--- src/rtl/poly_pkg.sv ---
// poly_pkg: shared definitions for the polynomial scheduler.
//   - DATA_W        : datapath width (8-bit, all arithmetic mod 256)
//   - state codes   : 3-bit encodings for the scheduler FSM, plus the enum
//   - ALU op codes  : add / multiply
//   - select codes  : which working register feeds an ALU input
package poly_pkg;

  localparam int DATA_W = 8;
  localparam int OP_W   = 4 * DATA_W;

  // State encodings
  localparam logic [2:0] ST_IDLE  = 3'd0;
  localparam logic [2:0] ST_AX    = 3'd1;
  localparam logic [2:0] ST_AXX   = 3'd2;
  localparam logic [2:0] ST_BX    = 3'd3;
  localparam logic [2:0] ST_ADD_B = 3'd4;
  localparam logic [2:0] ST_ADD_C = 3'd5;
  localparam logic [2:0] ST_DONE  = 3'd6;

  typedef enum logic [2:0] {
    S_IDLE  = ST_IDLE,
    S_AX    = ST_AX,
    S_AXX   = ST_AXX,
    S_BX    = ST_BX,
    S_ADD_B = ST_ADD_B,
    S_ADD_C = ST_ADD_C,
    S_DONE  = ST_DONE
  } state_e;

  // ALU operation codes
  localparam logic ALU_ADD = 1'b0;
  localparam logic ALU_MUL = 1'b1;

  // ALU operand select codes
  localparam logic [1:0] SEL_A = 2'd0;
  localparam logic [1:0] SEL_B = 2'd1;
  localparam logic [1:0] SEL_C = 2'd2;
  localparam logic [1:0] SEL_X = 2'd3;

  // Operand word layout: {a, b, c, x}, a in the top byte.
  function automatic logic [DATA_W-1:0] op_field(input logic [OP_W-1:0] word,
                                                 input int unsigned   idx);
    return word[idx*DATA_W +: DATA_W];
  endfunction

endpackage

--- src/rtl/poly_alu.sv ---
// poly_alu: the single shared arithmetic unit of the scheduler.
// Purely combinational: two operand select muxes over the working
// registers A/B/C/X followed by an 8-bit add or multiply (low byte kept).
// Ports:
//   a_i, b_i, c_i, x_i : working register values
//   sel0_i, sel1_i     : operand select codes (SEL_A/B/C/X)
//   op_i               : ALU_ADD or ALU_MUL
//   y_o                : result truncated to DATA_W bits
module poly_alu
  import poly_pkg::*;
(
  input  logic [DATA_W-1:0] a_i,
  input  logic [DATA_W-1:0] b_i,
  input  logic [DATA_W-1:0] c_i,
  input  logic [DATA_W-1:0] x_i,
  input  logic [1:0]        sel0_i,
  input  logic [1:0]        sel1_i,
  input  logic              op_i,
  output logic [DATA_W-1:0] y_o
);

  logic [DATA_W-1:0]   opnd0;
  logic [DATA_W-1:0]   opnd1;
  logic [2*DATA_W-1:0] prod;
  logic [DATA_W-1:0]   sum;

  always_comb begin
    opnd0 = a_i;
    case (sel0_i)
      SEL_A:   opnd0 = a_i;
      SEL_B:   opnd0 = b_i;
      SEL_C:   opnd0 = c_i;
      default: opnd0 = x_i;
    endcase
  end

  always_comb begin
    opnd1 = a_i;
    case (sel1_i)
      SEL_A:   opnd1 = a_i;
      SEL_B:   opnd1 = b_i;
      SEL_C:   opnd1 = c_i;
      default: opnd1 = x_i;
    endcase
  end

  // Full-width product, then keep only the low byte (mod 256).
  assign prod = opnd0 * opnd1;
  assign sum  = opnd0 + opnd1;

  always_comb begin
    y_o = sum;
    if (op_i == ALU_MUL) begin
      y_o = prod[DATA_W-1:0];
    end
  end

endmodule

--- src/rtl/poly_sched.sv ---
// poly_sched: two-requester round-robin scheduler that evaluates
// a*x*x + b*x + c (mod 256) on one shared ALU, one operation per cycle.
// Ports:
//   clk            : rising-edge clock
//   resetn         : synchronous active-low reset
//   req0/req1      : level requests
//   op0/op1        : operands {a, b, c, x}
//   grant0/grant1  : one-cycle pulse in the cycle after capture (S_AX)
//   done0/done1    : one-cycle pulse while result is fresh (S_DONE)
//   result         : last completed polynomial value
//   busy           : high whenever the FSM is not idle
module poly_sched
  import poly_pkg::*;
(
  input  logic              clk,
  input  logic              resetn,
  input  logic              req0,
  input  logic              req1,
  input  logic [OP_W-1:0]   op0,
  input  logic [OP_W-1:0]   op1,
  output logic              grant0,
  output logic              grant1,
  output logic              done0,
  output logic              done1,
  output logic [DATA_W-1:0] result,
  output logic              busy
);

  state_e            state_q;
  state_e            state_d;
  logic [DATA_W-1:0] a_q;
  logic [DATA_W-1:0] b_q;
  logic [DATA_W-1:0] c_q;
  logic [DATA_W-1:0] x_q;
  logic [DATA_W-1:0] result_q;
  logic              owner_q;   // requester whose job is in flight
  logic              last_q;    // requester granted most recently

  logic              any_req;
  logic              winner;
  logic [OP_W-1:0]   win_op;

  logic [1:0]        alu_sel0;
  logic [1:0]        alu_sel1;
  logic              alu_op;
  logic [DATA_W-1:0] alu_y;

  // Round-robin: a sole requester wins; on a tie the one not granted
  // last time wins.
  assign any_req = req0 | req1;
  assign winner  = (req0 & req1) ? ~last_q : req1;
  assign win_op  = winner ? op1 : op0;

  // Next-state and ALU control.
  always_comb begin
    state_d  = state_q;
    alu_sel0 = SEL_A;
    alu_sel1 = SEL_X;
    alu_op   = ALU_MUL;
    case (state_q)
      S_IDLE: begin
        if (any_req) begin
          state_d = S_AX;
        end
      end
      S_AX: begin
        alu_sel0 = SEL_A;
        alu_sel1 = SEL_X;
        alu_op   = ALU_MUL;
        state_d  = S_AXX;
      end
      S_AXX: begin
        alu_sel0 = SEL_A;
        alu_sel1 = SEL_X;
        alu_op   = ALU_MUL;
        state_d  = S_BX;
      end
      S_BX: begin
        alu_sel0 = SEL_B;
        alu_sel1 = SEL_X;
        alu_op   = ALU_MUL;
        state_d  = S_ADD_B;
      end
      S_ADD_B: begin
        alu_sel0 = SEL_A;
        alu_sel1 = SEL_B;
        alu_op   = ALU_ADD;
        state_d  = S_ADD_C;
      end
      S_ADD_C: begin
        alu_sel0 = SEL_A;
        alu_sel1 = SEL_C;
        alu_op   = ALU_ADD;
        state_d  = S_DONE;
      end
      S_DONE: begin
        state_d = S_IDLE;
      end
      default: begin
        state_d = S_IDLE;
      end
    endcase
  end

  poly_alu u_alu (
    .a_i    (a_q),
    .b_i    (b_q),
    .c_i    (c_q),
    .x_i    (x_q),
    .sel0_i (alu_sel0),
    .sel1_i (alu_sel1),
    .op_i   (alu_op),
    .y_o    (alu_y)
  );

  // State and datapath registers. Operands are only sampled in S_IDLE,
  // so later req/op activity cannot disturb a job in flight.
  always_ff @(posedge clk) begin
    if (!resetn) begin
      state_q  <= S_IDLE;
      a_q      <= '0;
      b_q      <= '0;
      c_q      <= '0;
      x_q      <= '0;
      result_q <= '0;
      owner_q  <= 1'b0;
      last_q   <= 1'b1;   // so requester 0 wins the first tie
    end else begin
      state_q <= state_d;
      case (state_q)
        S_IDLE: begin
          if (any_req) begin
            a_q     <= op_field(win_op, 3);
            b_q     <= op_field(win_op, 2);
            c_q     <= op_field(win_op, 1);
            x_q     <= op_field(win_op, 0);
            owner_q <= winner;
            last_q  <= winner;
          end
        end
        S_AX, S_AXX, S_ADD_B: a_q <= alu_y;
        S_BX:                 b_q <= alu_y;
        S_ADD_C:              result_q <= alu_y;
        default: ;
      endcase
    end
  end

  // Pulses are decoded from registered state, so they are glitch-free
  // and mutually exclusive by construction.
  assign grant0 = (state_q == S_AX)   && (owner_q == 1'b0);
  assign grant1 = (state_q == S_AX)   && (owner_q == 1'b1);
  assign done0  = (state_q == S_DONE) && (owner_q == 1'b0);
  assign done1  = (state_q == S_DONE) && (owner_q == 1'b1);
  assign result = result_q;
  assign busy   = (state_q != S_IDLE);

endmodule

--- config.mk ---
export PLATFORM = sky130hd
export DESIGN_NAME = poly_sched
export DESIGN_NICKNAME = d
export VERILOG_FILES = /design/src/rtl/poly_pkg.sv /design/src/rtl/poly_alu.sv /design/src/rtl/poly_sched.sv
export SDC_FILE = /design/constraint.sdc
export NUM_CORES = 1
export LEC_CHECK = 0
export CAP_MARGIN = 0
export CORE_MARGIN = 2
export CORE_UTILIZATION = 50
export CTS_BUF_LIST = sky130_fd_sc_hd__clkbuf_16
export DETAILED_ROUTE_END_ITERATION = 8
export GPL_ROUTABILITY_DRIVEN = 0
export HOLD_SLACK_MARGIN = 0.08
export PLACE_DENSITY = 0.78
export SKIP_CTS_REPAIR_TIMING = 1
export SYNTH_ARGS = -nofsm -noshare
export SYNTH_HDL_FRONTEND = slang
export SYNTH_SLANG_ARGS = --single-unit
--- constraint.sdc ---
create_clock -name clk -period 17.4 [get_ports clk]
set_input_delay 5.22 -clock clk [delete_from_list [all_inputs] [get_ports clk]]
set_output_delay 5.22 -clock clk [all_outputs]
set_load 0.02 [all_outputs]
After elaboration in Yosys (flattened, before gate mapping)

Cells that the tools add are included.
W data, S select, Z words.

Register bits: 45
Bits of input ports: 68

Muxes and demuxes: 13
Add/sub/neg operators: 1
$mul: 1
Bitwise operators: 4
Reductions and logical operators: 15
Equal/unequal tests: 11

Operator list:

| operator             | number |
|---|---|
| $pmux W8 S3          | 2 |
| $mux W32             | 1 |
| $pmux W8 S2          | 2 |
| $mux W8              | 3 |
| $pmux W3 S6          | 1 |
| $eq A3 B3 Y1 const B | 3 |
| $add A8 B8 Y8        | 1 |
| $mul A8 B8 Y8        | 1 |
| $eq A3 B2 Y1 const B | 2 |
| $reduce_and A2 Y1    | 3 |
| $logic_and A1 B1 Y1  | 4 |
| $logic_not A2 Y1     | 2 |
| $pmux W2 S2          | 1 |
| $reduce_bool A2 Y1   | 2 |
| $eq A3 B1 Y1 const B | 1 |
| $logic_not A3 Y1     | 1 |
| $mux W3              | 1 |
| $reduce_bool A3 Y1   | 1 |
| $reduce_or A3 Y1     | 1 |
| $eq A1 B2 Y1 const B | 1 |
| $eq A2 B1 Y1 const B | 1 |
| $eq A2 B2 Y1 const B | 1 |
| $mux W1              | 2 |
| $ne A2 B2 Y1 const B | 1 |
| 5 further kinds      | 6 |

Depth between registers and ports, before layout

Depth after elaboration: 7
Mapped depth: 27
Mapped depth without buffers: 24

Hierarchy

A second synthesis with hierarchy kept.

Cell total of the unflattened synthesis: 419
Area, all modules: 3892.5 um^2

Modules (own cells, without submodules):

| module     | instances | area each (um^2) | cells an instance | sequential area each (um^2) |
|---|---|---|---|---|
| poly_sched | 1         | 2257.2           | 246               | 900.9 |
| poly_alu   | 1         | 1635.3           | 173               | 0.0 |

Least setup slack after synthesis

OpenSTA, ideal clock, no wires.

Path type: in2reg
Start: input req1
End: register b_q[2]
Data arrival time: 6.515 ns
Stages: 6
Path slack: 10.757 ns
Buffers on the path: 1
Path through: a21boi_1 clkbuf_1 mux2i_1 o22ai_1 a21oi_1 nor2_1

Word-level cells in the longest chain between the ends: 5

Ends and longest elaborated chain:

| item                   | RTL line          | source |
|---|---|---|
| start: declaration     | poly_sched.sv:18  | `input logic req1,` |
| $and A1 B1 Y1          | poly_sched.sv:51  | `assign winner = (req0 & req1) ? ~last_q : req1;` |
| $mux W1                | poly_sched.sv:51  |  |
| $mux W32               | poly_sched.sv:52  | `assign win_op = winner ? op1 : op0;` |
| $mux W8                | poly_sched.sv:132 | `if (any_req) begin` |
| $pmux W8 S2            | poly_sched.sv:130 | `case (state_q)` |
| end signal: assignment | poly_sched.sv:134 | `b_q <= op_field(win_op, 2);` |
| end signal: assignment | poly_sched.sv:142 | `S_BX: b_q <= alu_y;` |
| end: declaration       | poly_sched.sv:32  | `logic [DATA_W-1:0] b_q;` |

Parallel ways exist; a longest one is shown, timed or not. The select of a mux whose other input is x is not followed.
A chain may end at the register's enable or synchronous reset.

Worst setup path after layout

Start: register state_q[0]
End: output busy

Word-level cells in the longest chain between the ends: 1

Ends and longest elaborated chain:

| item                     | RTL line          | source |
|---|---|---|
| start: declaration       | poly_sched.sv:29  | `state_e state_q;` |
| start signal: assignment | poly_sched.sv:129 | `state_q <= state_d;` |
| $reduce_bool A3 Y1       | poly_sched.sv:156 | `assign busy = (state_q != S_IDLE);` |
| end: declaration         | poly_sched.sv:26  | `output logic busy` |

Every way passes these cells.

==> flow_summary.json <==
{
  "htree_levels": 2,
  "routed_via_density": 5.581,
  "detail_route.wirelength_mm": 9.302,
  "power_frac_clock": 0.242,
  "post-route-util": 0.6460,
  "leakage_component_of_the_power_nw": 2.083,
  "finalPower_mw": 0.3721,
  "run_status": "finished clean",
  "antenna_found_initial": 0,
  "synth_edf_count": 0,
  "peakVddDrop_mv": 0.04752,
  "crit_arrival_ps": 1950,
  "net_switching_mw": 0.1350,
  "die_area_sq_um": 8179,
  "die_x_microns": 90.44,
  "via_count": 3449,
  "total_global_routing_track_utilization": 0.2284,
  "worstPathRequired_ps": 12180,
  "die_height_microns": 90.44,
  "place.detailed.hpwl_mm": 7.499,
  "postSynthNetCount": 562,
  "p_int_mw": 0.2371,
  "grt_pass1_vias": 3437,
  "preCtsSetupSlack_ps": 10080,
  "finalCriticalPeriod_ps": 7168,
  "synthesis.area_per_instance_sq_um": 8.211,
  "first_pass_grt_wire_length_mm": 15.41,
  "stdcell_area_sq_um": 4686,
  "clock-sinks": 45,
  "cts_buffer_depth": 2,
  "port-buffer-count": 80,
  "ys_seq_area_frac": 0.2411,
  "detail_route.wl_per_cell_microns": 15.05,
  "detail_route.iter0.violations": 175,
  "fmax_mhz": 139.5,
  "numCtsBuffers": 5,
  "clock-root-buffer": "sky130_fd_sc_hd__clkbuf_16",
  "crit_type": "flip-flop to primary output",
  "max_slew.worst_pin.slew_ps": 1170,
  "globalRoute.totalOverflow": 0,
  "most-common-layout-cells": "sky130_fd_sc_hd__clkdlybuf4s50_1 (80), sky130_fd_sc_hd__nor2_1 (57), sky130_fd_sc_hd__nand2_1 (46)",
  "power_frac_seq": 0.347,
  "power.switching_fraction": 0.3627,
  "critPathMaxFanout": 15,
  "io_pins": 81,
  "synthToLayoutAreaGrowth_pct": 25.42,
  "final_cells": 618,
  "rsz_0062_raised_after_global_routing": "false",
  "rows": 31,
  "final_critical_path_setup_slack_ps": 10230,
  "drtAntennaViolNets": 0,
  "setup_tns_ps": 0,
  "combinationalPowerShare": 0.411,
  "critPathCaptureType": "primary output",
  "dpl-instance-area_sq_um": 4547,
  "fillerInstances": 649,
  "nets": 625,
  "pwr_density_cell_nw_per_um2": 79.41,
  "post_synth_instance_area_sq_um": 3736,
  "timing_hold_violations_final": 0,
  "timing.max_slew.rel_slack": 0.2192,
  "tritoncts": "built",
  "worst_hold_path_type": "flip-flop to flip-flop",
  "drv.max_cap_violation_count": 0,
  "clock-skew-final_ps": 6.234,
  "final_setup_violating_endpoints": 0,
  "hold-worst-slack_ps": 474.2,
  "synth-warning-count": 0,
  "largest_net_degree_at_the_start_of_global_routing": 39,
  "clk_transition_reported_paths_ps": 60,
  "final_min_period_over_clock_period": 0.4119,
  "yosysUniqueCellTypes": 49,
  "synth_cells": 455,
  "drive_above_1_share": 0.04432,
  "antenna_cells_inserted": 0,
  "drt-pass1-iter-count": 4,
  "core_area_sq_um": 7253,
  "timing_max_transition_violations_final": 0,
  "start_util": 0.5151,
  "postSynthRegisterBits": 45,
  "cp_launch_type": "flip-flop",
  "drc_errors": 0,
  "async_flop_share": 0,
  "dpl.cell_count": 610,
  "ys_dominant_reg_cell": "sky130_fd_sc_hd__dfxtp_1",
  "most_common_library_cell_in_the_layout_ignoring_fill_and_taps": "sky130_fd_sc_hd__clkdlybuf4s50_1",
  "insertion_delay_ps": 280
}
## synthesized netlist by cell type (all sizes together), types with 6 or more instances
cell type,instances,area [sq um]
fa,13,260.3
inv,44,165.2
mux2i,41,414.1
a21o,9,71.32
o21ai,14,88.84
a211oi,22,165.2
ha,26,325.3
buf,16,95.09
xnor2,12,105.1
a21oi,30,150.1
dfxtp,45,900.9
nor2,59,224.0
xor2,6,52.55
clkbuf,10,47.54
o22ai,7,43.79
nand2,46,172.7
## worst max-delay path: stages (launching register included)
cell and delay [ps]:
sky130_fd_sc_hd__dfxtp_1 450, sky130_fd_sc_hd__nor3_1 500, sky130_fd_sc_hd__inv_1 150, sky130_fd_sc_hd__clkdlybuf4s50_1 570
## area by class of cell
class                   instances  area (sq um)  area share
multi-input cells             340          2541      0.5423
clock inverters                 3         13.76    0.002937
well taps                      99         123.9     0.02644
clock buffers                   5         125.1     0.02670
flip-flops and latches         45         900.9      0.1923
repair buffers                 82         815.8      0.1741
inverters                      44         165.2     0.03525
## final timing paths
kind | slack (ps) | depth (start not counted) | endpoint | from
min reg2reg | 470 | 2 | a_q[0] | a_q[0]
min | 470 | 2 | a_q[0] | a_q[0]
max | 10230 | 3 | busy | state_q[0]
max reg2reg | 10820 | 19 | a_q[7] | state_q[0]
## metal layers
metal / global-route usage / wire length, microns
met5: 0 / 0
met4: 0.08974 / 242
met3: 0.03422 / 583
met2: 0.4079 / 4638
met1: 0.2753 / 3839
## logic make-up after synthesis
logic type,Yosys count,synth area share
AND/OR/NAND/NOR,131,0.1497
AO/OA/AOI/OAI,104,0.1865
buffers and inverters,70,0.08238
multiplexers,45,0.1229
flip-flops,45,0.2411
adder cells (fa/ha/maj),39,0.1567
XOR/XNOR,21,0.06061
## power groups by stage
stage | combinational (mW) | sequential, mW | clock [mW]
floorplan | 0.109 | 0.125 | 0
global placement | 0.148 | 0.130 | 0
detailed placement | 0.152 | 0.131 | 0
CTS | 0.153 | 0.128 | 0.0906
global route | 0.169 | 0.130 | 0.0949
finish | 0.153 | 0.129 | 0.0901
## state kept, by name, indices dropped and copies added, names as in the netlist
name / cells
last_q: 1
a_q: 8
x_q: 8
state_q: 3
c_q: 8
result: 8
owner_q: 1
b_q: 8
Note: power is estimated with default switching activity, not from simulation.
==> RTL edit, RTL diff (config.mk and constraints unchanged) <==
`DATA_W`: 8 -> 12. Comments in the files are not updated.
--- a/src/rtl/poly_pkg.sv
+++ b/src/rtl/poly_pkg.sv
@@ -5,7 +5,7 @@
 //   - select codes  : which working register feeds an ALU input
 package poly_pkg;
 
-  localparam int DATA_W = 8;
+  localparam int DATA_W = 12;
   localparam int OP_W   = 4 * DATA_W;
 
   // State encodings
Interface: changed (resized op0, op1 and result); port bits go from 81 to 117. The function was not compared with the original's and may differ.
==> RTL edit against the unedited design <==
  * Worst setup slack lost 1400 ps
  * Sequential cell count grew 20
  * Total power grew 130%
  * Wire length grew 83%
  * Largest power group unchanged
  * Highest routed layer unchanged
  * Critical path depth grew 21
  * Synthesized area grew 65%
  * Count of clock-buffer cells in the layout grew 4
  * Critical path type is now flop to flop
  * Design area grew 63%
==> RTL edit: results (changes against the unedited design) <==
[place]
postPlaceCellArea_sq_um=7360  ; was 4550 sq um
dp_slack_ps=8910  ; was 10080 ps
dp_hpwl_mm=13.6  ; was 7.50 mm
dp.cells=959  ; was 610
port-buffer-count=116  ; was 80

[synth]
syn-instance-count=732  ; was 455
synthTopCellsByArea=dfxtp_1, fa_1, ha_1  ; was dfxtp_1, mux2i_1, ha_1
seq_area_frac_synth=0.211  ; was 0.241
synth_compound_area_frac=0.181  ; was 0.187
muxShareOfSynthArea=0.102  ; was 0.123
synth_common_cells=nor2_1, nand2_1, inv_1  ; was nor2_1, nand2_1, dfxtp_1

[global_routing]
grt_use_met3=0.0364  ; was 0.0342
grt_pass1_wl_mm=27.2  ; was 15.4 mm
grt_use_met1=0.325  ; was 0.275
grt.total_usage=0.261  ; was 0.228

[timing]
setup_ws_ps=8800  ; was 10230 ps
worst_slew_pin_slew_ps=1300  ; was 1170 ps
clock_skew_ps=10.9  ; was 6.23 ps

[routing]
dr.pass1.iters=6  ; was 4
m1WireLength_mm=6.91  ; was 3.84 mm
drtIter0Drc=486  ; was 175
met3_length_mm=1.19  ; was 583 um

[worst_setup_path]
path_max_fanout=20  ; was 15
r2r_cells=24  ; was 19

[run_status]
outcome=finished clean  ; unchanged

[clock_tree]
clk_latency_ps=340  ; was 280 ps

[power]
peakVddDrop_mv=0.0599  ; was 0.0475 mV
p_sw_w=0.000382  ; was 0.000135 W

[RTL edit: cell types whose count changed after synthesis, sizes merged, moves of 10 or more]
| cell | change |
|---|---|
| nor2 | +38 |
| inv | +32 |
| nand2 | +31 |
| fa | +27 |
| a211oi | +26 |
| dfxtp | +20 |
| ha | +17 |
| clkbuf | +14 |
| and2 | +10 |
[RTL edit: worst min path at each step]
stage / slack (ps) / end / depth (start not counted) / startpoint
floorplan: 480 / c_q[0] / 2 / c_q[0]
global placement: 470 / result[11] / 2 / result[11]
detailed placement: 480 / result[11] / 2 / result[11]
CTS: 490 / result[11] / 2 / result[11]
global route: 500 / result[11] / 2 / result[11]
finish: 500 / c_q[9] / 2 / c_q[9]
[RTL edit: per-stage QoR]
step	power (W)	hold WS (ps)
2_1_floorplan	0.000538	478
3_3_place_gp	0.000669	468
3_5_place_dp	0.000684	479
4_1_cts	0.000866	487
5_1_grt	0.000925	501
6_report	0.000873	498
[RTL edit: area by class of cell]
class                   count  area, sq um
clock inverters             7         70.1
clock buffers               9          225
well taps                 147          184
multi-input cells         552         4410
inverters                  76          285
flip-flops and latches     65         1300
fillers                   991         4360
repair buffers            119         1180
[RTL edit: worst max-delay path: stages (launching register included)]
cell and delay [ps]:
dfxtp_1 520, nand2b_1 170, nor2_1 970, inv_1 420
ha_1 530, a221o_1 400, o21a_1 190, ha_1 220
inv_1 120, fa_1 450, fa_1 530, inv_1 60
fa_1 480, fa_1 490, inv_1 50, fa_1 380
xnor2_1 180, xnor3_1 440, xnor2_1 170, xnor3_1 400
xnor3_1 350, xnor3_1 420, mux2i_2 110, a221oi_1 330
nor2_1 60
